<file path="config.mk">
export PLATFORM = sky130hd
export DESIGN_NAME = adc_serial_capture
export DESIGN_NICKNAME = d
export VERILOG_FILES = /design/src/rtl/adc_capture_pkg.sv /design/src/rtl/adc_serial_shifter.sv /design/src/rtl/adc_serial_capture.sv
export SDC_FILE = /design/constraint.sdc
export NUM_CORES = 1
export LEC_CHECK = 0
export ABC_AREA = 0
export ABC_CLOCK_PERIOD_IN_PS = 4950
export CORE_AREA = 10 10 84 86
export DETAILED_ROUTE_END_ITERATION = 12
export DIE_AREA = 0 0 94 96
export HOLD_SLACK_MARGIN = 0.05
export PLACE_DENSITY_LB_ADDON = 0.15
export SYNTH_ARGS = -nofsm -noshare
export SYNTH_HDL_FRONTEND = slang
export SYNTH_SLANG_ARGS = --single-unit
</file>
<file path="constraint.sdc">
create_clock -name clk -period 4.95 [get_ports clk]
set_clock_uncertainty 0.1 [all_clocks]
set_input_delay 0.495 -clock clk [delete_from_list [all_inputs] [get_ports clk]]
set_output_delay 0.495 -clock clk [all_outputs]
set_load 0.02 [all_outputs]
</file>
<file path="src/rtl/adc_capture_pkg.sv">
// Shared types and sizing helpers for the SAR ADC capture block.
package adc_capture_pkg;

  typedef enum logic [2:0] {IDLE, CNV, WAIT, SHIFT, DONE, VALID} state_e;

  function automatic int frame_len(input int adc_width, input int cnv_high,
                                   input int conv_wait, input int sck_div,
                                   input int valid_cycles);
    return cnv_high + conv_wait + 2 * sck_div * adc_width + 1 + valid_cycles;
  endfunction

  function automatic int bit_cnt_w(input int adc_width);
    return $clog2(adc_width + 1);
  endfunction

endpackage

</file>
<file path="src/rtl/adc_serial_shifter.sv">
// SCK generator and MSB-first serial receiver for one conversion result.
module adc_serial_shifter
  import adc_capture_pkg::*;
#(
  parameter int ADC_WIDTH = 18,
  parameter int SCK_DIV   = 2
) (
  input  logic                 clk,
  input  logic                 resetn,
  input  logic                 start_i,
  input  logic                 sdo_i,
  output logic                 sck_o,
  output logic                 done_o,
  output logic [ADC_WIDTH-1:0] data_o
);

  localparam int BW = bit_cnt_w(ADC_WIDTH);
  localparam int DW = $clog2(SCK_DIV + 1);

  logic                 active_q, active_d;
  logic                 sck_q, sck_d;
  logic [DW-1:0]        div_q, div_d;
  logic [BW-1:0]        bit_q, bit_d;
  logic [ADC_WIDTH-1:0] sh_q, sh_d;
  logic                 phase_end, last_bit;

  assign phase_end = active_q && (div_q == DW'(SCK_DIV - 1));
  assign last_bit  = (bit_q == BW'(ADC_WIDTH - 1));

  // Combinational so the controller can leave SHIFT on the final falling edge.
  assign done_o = phase_end && sck_q && last_bit;
  assign sck_o  = sck_q;
  assign data_o = sh_q;

  always_comb begin
    active_d = active_q;
    sck_d    = sck_q;
    div_d    = div_q;
    bit_d    = bit_q;
    sh_d     = sh_q;
    if (start_i) begin
      active_d = 1'b1;
      sck_d    = 1'b0;
      div_d    = '0;
      bit_d    = '0;
    end else if (active_q) begin
      if (phase_end) begin
        div_d = '0;
        sck_d = ~sck_q;
        // Sample on the high->low transition of sck.
        if (sck_q) begin
          sh_d  = {sh_q[ADC_WIDTH-2:0], sdo_i};
          bit_d = bit_q + 1'b1;
          if (last_bit) active_d = 1'b0;
        end
      end else begin
        div_d = div_q + 1'b1;
      end
    end
  end

  always_ff @(posedge clk or negedge resetn) begin
    if (!resetn) begin
      active_q <= 1'b0;
      sck_q    <= 1'b0;
      div_q    <= '0;
      bit_q    <= '0;
      sh_q     <= '0;
    end else begin
      active_q <= active_d;
      sck_q    <= sck_d;
      div_q    <= div_d;
      bit_q    <= bit_d;
      sh_q     <= sh_d;
    end
  end

endmodule

</file>
<file path="src/rtl/adc_serial_capture.sv">
// Periodic conversion controller for the 18-bit SAR ADC: CNV pulse, wait, serial
// readout, then a multi-cycle adc_valid strobe with the latched result.
module adc_serial_capture
  import adc_capture_pkg::*;
#(
  parameter int ADC_WIDTH        = 18,
  parameter int SAMPLE_PERIOD    = 125,
  parameter int CNV_HIGH_CYCLES  = 4,
  parameter int CONV_WAIT_CYCLES = 40,
  parameter int SCK_DIV          = 2,
  parameter int VALID_CYCLES     = 2
) (
  input  logic                 clk,
  input  logic                 resetn,
  input  logic                 enable,
  input  logic                 overrun_clr,
  input  logic                 sdo,
  output logic                 cnv,
  output logic                 sck,
  output logic [ADC_WIDTH-1:0] adc_data,
  output logic                 adc_valid,
  output logic                 busy,
  output logic                 overrun
);

  localparam int PW   = $clog2(SAMPLE_PERIOD + 1);
  localparam int MAXC = (CNV_HIGH_CYCLES > CONV_WAIT_CYCLES) ?
                        ((CNV_HIGH_CYCLES > VALID_CYCLES) ? CNV_HIGH_CYCLES : VALID_CYCLES) :
                        ((CONV_WAIT_CYCLES > VALID_CYCLES) ? CONV_WAIT_CYCLES : VALID_CYCLES);
  localparam int CW   = $clog2(MAXC + 1);

  state_e               state_q;
  logic [PW-1:0]        cnt_q, cnt_d;
  logic [CW-1:0]        cyc_q;
  logic                 cnv_q, busy_q, valid_q, ovr_q;
  logic [ADC_WIDTH-1:0] data_q;
  logic                 tick, sh_start, sh_done;
  logic [ADC_WIDTH-1:0] sh_data;

  assign tick     = enable && (cnt_q == '0);
  assign sh_start = (state_q == WAIT) && (cyc_q == CW'(CONV_WAIT_CYCLES - 1));

  always_comb begin
    cnt_d = cnt_q + 1'b1;
    if (!enable || cnt_q == PW'(SAMPLE_PERIOD - 1)) cnt_d = '0;
  end

  always_ff @(posedge clk or negedge resetn) begin
    if (!resetn) cnt_q <= '0;
    else         cnt_q <= cnt_d;
  end

  adc_serial_shifter #(
    .ADC_WIDTH (ADC_WIDTH),
    .SCK_DIV   (SCK_DIV)
  ) u_shifter (
    .clk     (clk),
    .resetn  (resetn),
    .start_i (sh_start),
    .sdo_i   (sdo),
    .sck_o   (sck),
    .done_o  (sh_done),
    .data_o  (sh_data)
  );

  always_ff @(posedge clk or negedge resetn) begin
    if (!resetn) begin
      state_q <= IDLE;
      cyc_q   <= '0;
      cnv_q   <= 1'b0;
      busy_q  <= 1'b0;
      valid_q <= 1'b0;
      data_q  <= '0;
      ovr_q   <= 1'b0;
    end else begin
      // A tick outside IDLE is dropped; the sticky flag beats a same-cycle clear.
      if (tick && state_q != IDLE) ovr_q <= 1'b1;
      else if (overrun_clr)        ovr_q <= 1'b0;

      case (state_q)
        IDLE: if (tick) begin
          state_q <= CNV;
          cnv_q   <= 1'b1;
          busy_q  <= 1'b1;
          cyc_q   <= '0;
        end
        CNV: if (cyc_q == CW'(CNV_HIGH_CYCLES - 1)) begin
          state_q <= WAIT;
          cnv_q   <= 1'b0;
          cyc_q   <= '0;
        end else cyc_q <= cyc_q + 1'b1;
        WAIT: if (sh_start) begin
          state_q <= SHIFT;
          cyc_q   <= '0;
        end else cyc_q <= cyc_q + 1'b1;
        SHIFT: if (sh_done) state_q <= DONE;
        DONE: begin
          state_q <= VALID;
          data_q  <= sh_data;
          valid_q <= 1'b1;
          cyc_q   <= '0;
        end
        VALID: if (cyc_q == CW'(VALID_CYCLES - 1)) begin
          state_q <= IDLE;
          valid_q <= 1'b0;
          busy_q  <= 1'b0;
        end else cyc_q <= cyc_q + 1'b1;
        default: begin
          state_q <= IDLE;
          cnv_q   <= 1'b0;
          valid_q <= 1'b0;
          busy_q  <= 1'b0;
        end
      endcase
    end
  end

  assign cnv       = cnv_q;
  assign busy      = busy_q;
  assign adc_valid = valid_q;
  assign adc_data  = data_q;
  assign overrun   = ovr_q;

endmodule

</file>
## Word-level counts from Yosys, hierarchy flattened

Cells that the tools add are included.

- Register bits after elaboration: 65
- Output and inout bits: 23
- Word-level logic and storage cells: 101

- $add $sub $neg: 4
- Equal/unequal tests: 17
- Muxes and demuxes: 35
- Bitwise operators: 5
- Reduce and logical (&&, ||, !) cells: 27

Operators with widths:

| cell | number |
|---|---|
| 6-bit one-hot mux with 5 select lines | 1 |
| 6-bit two-way mux | 4 |
| 5-bit two-way mux | 4 |
| 3-bit one-hot mux with 6 select lines | 1 |
| 3-bit two-way mux | 5 |
| 1-bit two-way mux | 13 |
| 2-bit != test (second input constant) | 6 |
| 3-bit AND reduction | 4 |
| 4-bit OR reduction | 3 |
| 1-bit one-hot mux with 3 select lines | 3 |
| 2-bit nonzero test | 4 |
| 7-bit by 1-bit adder with 7-bit output (second input constant) | 1 |
| 7-bit equality test (second input constant) | 1 |
| 7-bit logical NOT | 1 |
| 7-bit two-way mux | 1 |
| 6-bit by 1-bit adder with 6-bit output (second input constant) | 1 |
| 3-bit by 2-bit equality test with 1-bit output (second input constant) | 2 |
| 3-bit equality test (second input constant) | 2 |
| 6-bit by 1-bit equality test with 1-bit output (second input constant) | 1 |
| 6-bit by 2-bit equality test with 1-bit output (second input constant) | 1 |
| 6-bit equality test (second input constant) | 1 |
| 1-bit logical AND | 6 |
| 2-bit two-way mux | 3 |
| 5-bit by 1-bit adder with 5-bit output (second input constant) | 1 |
| 13 further kinds | 18 |

## Depth between registers and ports, before layout

Gate-level depths: netlist of the first run.

- Word-level depth: 6
- Depth in mapped cells: 7
- Depth with buffers taken out: 7

## Hierarchy

Synthesis of the first run repeated with hierarchy kept, for this count alone.

- Cell total of the unflattened synthesis: 239
- Area, all modules: 2977.9 sq um

By module, submodules not included:

| module | instances | cells each | area an instance (sq um) | seq. area each (sq um) |
|---|---|---|---|---|
| adc_serial_capture | 1 | 156 | 1794.2 | 950.9 |
| adc_serial_shifter | 1 | 83 | 1183.6 | 675.6 |

## Least setup slack after synthesis of the first run

OpenSTA, ideal clock, no wires.

- Path type: register to register
- Start: reg cyc_q[0]
- End: reg u_shifter.sh_q[10], in the netlist u_shifter.data_o[10]
- Arrival: 1.794 ns
- Slack: 2.928 ns
- Stages on the path, launching flop included: 7
- Buffers on the path: 1
- Clock period less this slack: 2.022 ns
- Cells stage by stage: dfrtp_1 ha_1 nor3b_4 nand3_1 o21ai_4 buf_6 mux2_1

- Cells in the longest elaborated chain, start to end: 4

RTL lines:

| element | line | RTL |
|---|---|---|
| start, declared | adc_serial_capture.sv:34 | `logic [CW-1:0] cyc_q;` |
| start signal, assigned | adc_serial_capture.sv:91 | `end else cyc_q <= cyc_q + 1'b1;` |
| start signal, assigned | adc_serial_capture.sv:95 | `end else cyc_q <= cyc_q + 1'b1;` |
| start signal, assigned | adc_serial_capture.sv:107 | `end else cyc_q <= cyc_q + 1'b1;` |
| 6-bit equality test | adc_serial_capture.sv:41 | `assign sh_start = (state_q == WAIT) && (cyc_q == CW'(CONV_WAIT_CYCLES - 1));` |
| 1-bit logical AND | adc_serial_capture.sv:41 |  |
| 1-bit NOT (no line) | - |  |
| 4-bit AND reduction (no line) | - |  |
| end signal, assigned | adc_serial_shifter.sv:68 | `sh_q <= '0;` |
| end signal, assigned | adc_serial_shifter.sv:74 | `sh_q <= sh_d;` |
| end, declared | adc_serial_shifter.sv:24 | `logic [ADC_WIDTH-1:0] sh_q, sh_d;` |

No other way between the ends.
A chain may end at the register's enable or synchronous reset.

## Worst setup path after layout of the first run

- Start: reg cyc_q[0]
- End: reg u_shifter.sh_q[4], in the netlist u_shifter.data_o[4]

The elaborated chain is that of the path after synthesis.

==> impl_metrics.env, run 1 <==
export IMPL_outcome="finished clean"
export IMPL_grt_usage=0.119
export IMPL_cts_root_buf="clkbuf_8"
export IMPL_synth_ff_type="dfrtp_1"
export IMPL_power_leakage_nw=1.62
export IMPL_layout_commonest_cell="dfrtp_1"
export IMPL_hold_buffers=0
export IMPL_nNetsFinal=279
export IMPL_synth_edf_count=0
export IMPL_grt_max_degree=66
export IMPL_rows=27
export IMPL_viasPerCell=5.32
export IMPL_grt_first_pass_wirelength_um=8580
export IMPL_tightest_slew_ns=0.787
export IMPL_crit_type="register to register"
export IMPL_cp_arrival_ns=2.37
export IMPL_cts_tree="done"
export IMPL_vias=1834
export IMPL_diodes=0
export IMPL_dp_final_hpwl_um=3350
export IMPL_avgSynthCellArea_um2=12.1
export IMPL_final_cell_mix="65 x dfrtp_1, 27 x mux2_2, 26 x clkdlybuf4s50_1, 22 x nor2_1, 13 x nand2_1"
export IMPL_cts_resized=0
export IMPL_ys_ff_latch=65
export IMPL_synth_cell_types=44
export IMPL_start_util=0.537
export IMPL_firstDrtPassIters=4
export IMPL_critical_path_required_ns=5.06
export IMPL_clkLatencyLatePin_ns=0.33
export IMPL_dieArea_um2=9020
export IMPL_pre_cts_ws_ns=2.66
export IMPL_core_area_um2=5410
export IMPL_grt_overflow=0
export IMPL_layout_drive_gt1_share=0.183
export IMPL_clkSinkCount=65
export IMPL_max_cap_violations=0
export IMPL_cts_path_max_buffers=2
export IMPL_end_kind="register"
export IMPL_fmax_mhz=442
export IMPL_ant_nets=0
export IMPL_worstSetupStartpointType="register"
export IMPL_setup_violations=0
export IMPL_grt_pass1_vias=1796
export IMPL_routed_wirelength_um=4920
export IMPL_path_max_fanout=18
export IMPL_max_slew_margin_rel=0.475
export IMPL_fin_crit_ns=2.26
export IMPL_finalSetupTns_ns=0
export IMPL_seq_area_frac_synth=0.561
export IMPL_gp_congestion=0.821
export IMPL_die_x_um=94
export IMPL_synthArstFlopShare=1.00
export IMPL_fin_crit_sh=0.457
export IMPL_syn_nets=250
export IMPL_postCtsSetupRepairBufs=0
export IMPL_syn_cell_area_um2=2900
export IMPL_total_power_w=0.00122
export IMPL_drv_slew=0
export IMPL_htreeDepth=3
export IMPL_syn_inst=239
export IMPL_utilization=0.628
export IMPL_die_h_um=96
export IMPL_rsz0062_at_grt="false"
export IMPL_synth_warnings=0
export IMPL_worst_slack_ns=2.69
export IMPL_vdd_drop_max_mv=0.239
export IMPL_power_density_nw_per_um2=360
export IMPL_synthToLayoutAreaGrowth_pct=16.9
export IMPL_antenna_found_initial=0
export IMPL_post_drt_wl_per_cell_um=14.3
export IMPL_num_io_pins=28
export IMPL_path_clk_slew_ns=0.07
export IMPL_numCtsBuffers=9
export IMPL_min_path_type="input port to asynchronous set/reset pin"
export IMPL_fillers=444
export IMPL_first_iter_violations=101
export IMPL_hold_viol=0
export IMPL_drc=0
export IMPL_port_buffer_count=27
-- area by class of cell --
| class | instances | area [um^2] | share of cell area |
|---|---|---|---|
| clock buffers | 12 | 155 | 0.0457 |
| clock inverters | 4 | 27.5 | 0.00811 |
| inverters | 9 | 33.8 | 0.00996 |
| multi-input cells | 155 | 1190 | 0.350 |
| flip-flops and latches | 65 | 1630 | 0.479 |
| well taps | 72 | 90.1 | 0.0265 |
| repair buffers | 28 | 273 | 0.0804 |
-- stage by stage --
| stage | hold slack [ns] | cells | instance area (um^2) |
|---|---|---|---|
| finish | 0.227 | 345 | 3390 |
| global route | 0.293 | 345 | 3390 |
| CTS | 0.262 | 345 | 3390 |
| detailed placement | 0.395 | 329 | 3210 |
| global placement | 0.379 | 329 | 3210 |
| floorplan | 0.0994 | 239 | 2900 |
-- synthesized netlist by cell type, types with 2 or more instances --
cell type  number  share of area
nand2_1        13          0.017
o22ai_1         3         0.0065
nor2_1         22          0.028
mux2_1         10          0.039
mux2_2         27           0.10
dfrtp_1        65           0.56
xor2_1          8          0.024
and3_1          5          0.011
inv_1           9          0.012
a21o_1          2         0.0052
a21oi_1         4         0.0069
ha_1            6          0.026
a211o_1         2         0.0060
nor3_1          5         0.0086
xnor2_1         4          0.012
o21ai_0         6          0.010
nand3_1        11          0.019
buf_2           7          0.012
nand4_1         5          0.011
-- cells by family after synthesis --
logic type	synth area share
simple gates	0.126
xor+xnor	0.0362
buf+inv	0.0302
flops	0.561
fa+ha+maj	0.0259
compound gates	0.0742
mux	0.147
-- worst paths after layout --
path                       slack, ns  cells after the start         start             endpoint
max in group asynchronous       4.00                      2        resetn             cyc_q[5]
min reg2reg                     0.40                      1  adc_data[17]         adc_data[17]
max                             2.69                      5      cyc_q[0]  u_shifter.data_o[4]
max reg2reg                     2.69                      5      cyc_q[0]  u_shifter.data_o[4]
min in group clk                0.40                      1  adc_data[17]         adc_data[17]
min                             0.23                      2        resetn         adc_data[12]
-- critical path, stage by stage (launching register included) --
cell	delay, ns
dfrtp_1	0.42
ha_1	0.22
nor3b_4	0.28
nand3_1	0.18
o21ai_4	0.53
mux2_2	0.41
-- layer usage --
metal / track usage / part of all wire / vias up
met2: 0.185 / 0.47 / 34
met3: 0.0475 / 0.066 / 7
met1: 0.145 / 0.46 / 886
li1: - / - / 907
met4: 0.0481 / 0.012 / 0
met5: 0 / 0 / -
-- where the power goes --
group	internal [W]	switching, W	total [W]
clock	0.000208	0.000198	0.000406
combinational	0.0000877	0.000123	0.000211
sequential	0.000557	0.0000466	0.000604
-- state kept, by name, indices dropped and copies added (netlist names), 2 cells and up --
signal	cells
cyc_q	6
state_q	3
u_shifter.bit_q	5
cnt_q	7
u_shifter.div_q	2
adc_data	18
u_shifter.data_o	18
(Power assumes the default switching activity.)
==> run 2: changes to the inputs <==
--- a/config.mk
+++ b/config.mk
@@ -6,7 +6,7 @@
 export NUM_CORES = 1
 export LEC_CHECK = 0
 export ABC_AREA = 0
-export ABC_CLOCK_PERIOD_IN_PS = 4950
+export ABC_CLOCK_PERIOD_IN_PS = 2100
 export CORE_AREA = 10 10 84 86
 export DETAILED_ROUTE_END_ITERATION = 12
 export DIE_AREA = 0 0 94 96
==> constraint.sdc (replaced) <==
create_clock -name clk -period 2.1 [get_ports clk]
set_clock_uncertainty 0.1 [all_clocks]
set_input_delay 0.21 -clock clk [delete_from_list [all_inputs] [get_ports clk]]
set_output_delay 0.21 -clock clk [all_outputs]
set_load 0.02 [all_outputs]
==> run 2 against run 1 <==
Compared with the run above: cell count increased by 3.8%; core utilization increased by 2.1 points; largest power group unchanged; sequential cell count unchanged; critical path type unchanged; global-route usage increased by 1.0 points; largest cell class unchanged; sequential power increased by 130%; routed wire length increased by 3.5%; first-iteration DRC count decreased by 36%; non-clock buffer count increased by 13.
==> impl_metrics.env, run 2 (synthesis gave the netlist of run 1 again) <==
export IMPL_outcome="finished clean"
export IMPL_path_clk_slew_ns=0.07
export IMPL_layout_commonest_cell="dfrtp_1"
export IMPL_post_place_cells=339
export IMPL_num_io_pins=28
export IMPL_routed_wirelength_um=5090
export IMPL_grt_first_pass_wirelength_um=9180
export IMPL_numCtsBuffers=9
export IMPL_worstSetupStartpointType="register"
export IMPL_vias=1919
export IMPL_cts_root_buf="clkbuf_8"
export IMPL_clkLatencyLatePin_ns=0.34
export IMPL_core_area_um2=5410
export IMPL_ant_nets=0
export IMPL_internal_power_w=0.00199
export IMPL_total_power_w=0.00289
export IMPL_critical_path_required_ns=2.22
export IMPL_setup_violations=0
export IMPL_power_frac_clock=0.315
export IMPL_hold_ws_ns=0.270
export IMPL_synthToLayoutAreaGrowth_pct=20.9
export IMPL_min_path_type="input port to asynchronous set/reset pin"
export IMPL_r2r_cells=6
export IMPL_fmax_mhz=504
export IMPL_fillers=435
export IMPL_place_area_um2=3310
export IMPL_r2r_end="u_shifter.data_o[7]"
export IMPL_worstReg2RegStart="cyc_q[1]"
export IMPL_gp_congestion=0.790
export IMPL_fin_area_um2=3510
export IMPL_path_max_fanout=18
export IMPL_fin_crit_ns=1.98
export IMPL_p_sw_w=0.000895
export IMPL_multi_input_area_um2=1190
export IMPL_antenna_found_initial=0
export IMPL_fin_crit_sh=0.944
export IMPL_comb_power_share=0.201
export IMPL_finalSetupTns_ns=0
export IMPL_nNetsFinal=292
export IMPL_die_x_um=94
export IMPL_start_util=0.537
export IMPL_clkSinkCount=65
export IMPL_power_leakage_nw=1.70
export IMPL_rsz0062_at_grt="false"
export IMPL_htreeDepth=3
export IMPL_drv_slew=0
export IMPL_die_h_um=96
export IMPL_viasPerCell=5.36
export IMPL_grt_pass1_vias=1948
export IMPL_dieArea_um2=9020
export IMPL_switching_share=0.310
export IMPL_first_iter_violations=65
export IMPL_diodes=0
export IMPL_grt_usage=0.129
export IMPL_max_cap_violations=0
export IMPL_cts_path_max_buffers=2
export IMPL_cts_tree="done"
export IMPL_p_seq_frac=0.484
export IMPL_hold_viol=0
export IMPL_final_cell_mix="65 x dfrtp_1, 27 x mux2_2, 26 x clkdlybuf4s50_1, 22 x nor2_1, 13 x nand2_1"
export IMPL_end_kind="register"
export IMPL_cp_arrival_ns=2.10
export IMPL_vdd_drop_max_mv=0.560
export IMPL_tightest_slew_ns=0.503
export IMPL_power_density_nw_per_um2=823
export IMPL_post_drt_wl_per_cell_um=14.2
export IMPL_finalNonFillerCells=358
export IMPL_grt_max_degree=46
export IMPL_port_buffer_count=27
export IMPL_grt_overflow=0
export IMPL_rows=27
export IMPL_drc=0
export IMPL_layout_drive_gt1_share=0.224
export IMPL_firstDrtPassIters=4
export IMPL_crit_type="register to register"
export IMPL_reg2reg_slack_ns=0.12
export IMPL_max_slew_margin_rel=0.665
export IMPL_dp_final_hpwl_um=3660
export IMPL_seq_area_um2=1630
==> run 2: cell types whose count changed in the layout (fill, tap and decap cells not counted), moves of 2 or more <==
cell,change
clkinv_2,+2
clkbuf_8,-2
buf_4,+10
buf_12,+2
==> run 2: worst max-delay path by stage <==
| stage | slack (ns) | to | startpoint |
|---|---|---|---|
| after floorplan | 0.08 | u_shifter.data_o[10] | cyc_q[0] |
| after global placement | 0.15 | u_shifter.data_o[4] | cyc_q[1] |
| after detailed placement | 0.08 | u_shifter.data_o[0] | cyc_q[1] |
| after CTS | 0.08 | u_shifter.data_o[7] | cyc_q[1] |
| after global routing | 0.03 | u_shifter.data_o[12] | cyc_q[1] |
| final | 0.12 | u_shifter.data_o[7] | cyc_q[1] |
==> run 2: per-layer routing <==
layer  vias up  GRT usage  share of wire
li1        933          -              -
met1       953      0.158           0.45
met2        25      0.198           0.48
met3         8     0.0444          0.054
met4         0     0.0722          0.016
met5         -          0              0
==> run 2: power by group through the flow <==
| stage | combinational (W) | clock [W] | sequential, W |
|---|---|---|---|
| finish | 0.000579 | 0.000909 | 0.00140 |
| global route | 0.000654 | 0.00101 | 0.00141 |
| CTS | 0.000569 | 0.000946 | 0.00140 |
| detailed placement | 0.000564 | 0 | 0.00142 |
| global placement | 0.000556 | 0 | 0.00142 |
| floorplan | 0.000416 | 0 | 0.00139 |
==> run 2: repair_timing <==
action,in CTS,in global routing
hold buffers,1,0
hold endpoints to repair,20,0
setup buffers,0,2
endpoints found under the setup margin,0,19
resized for setup,0,1
==> run 2: critical path: stages (launching register included) <==
cell,delay [ns]
dfrtp_1,0.40
ha_2,0.22
nor3b_4,0.26
nand3_1,0.18
o21ai_4,0.20
buf_12,0.17
mux2_2,0.34
==> run 2: area by class of cell <==
| type | count | area share |
|---|---|---|
| multi-input cells | 155 | 0.339 |
| repair buffers | 41 | 0.113 |
| clock inverters | 7 | 0.0132 |
| flip-flops and latches | 65 | 0.464 |
| inverters | 9 | 0.00963 |
| clock buffers | 9 | 0.0353 |
| well taps | 72 | 0.0257 |
==> run 2: per-stage QoR <==
stage / utilization / worst slack (ns)
3_3_place_gp: 0.613 / 0.148
6_report: 0.649 / 0.117
2_1_floorplan: - / 0.0782
3_5_place_dp: 0.613 / 0.0830
5_1_grt: 0.649 / 0.0347
4_1_cts: 0.646 / 0.0801
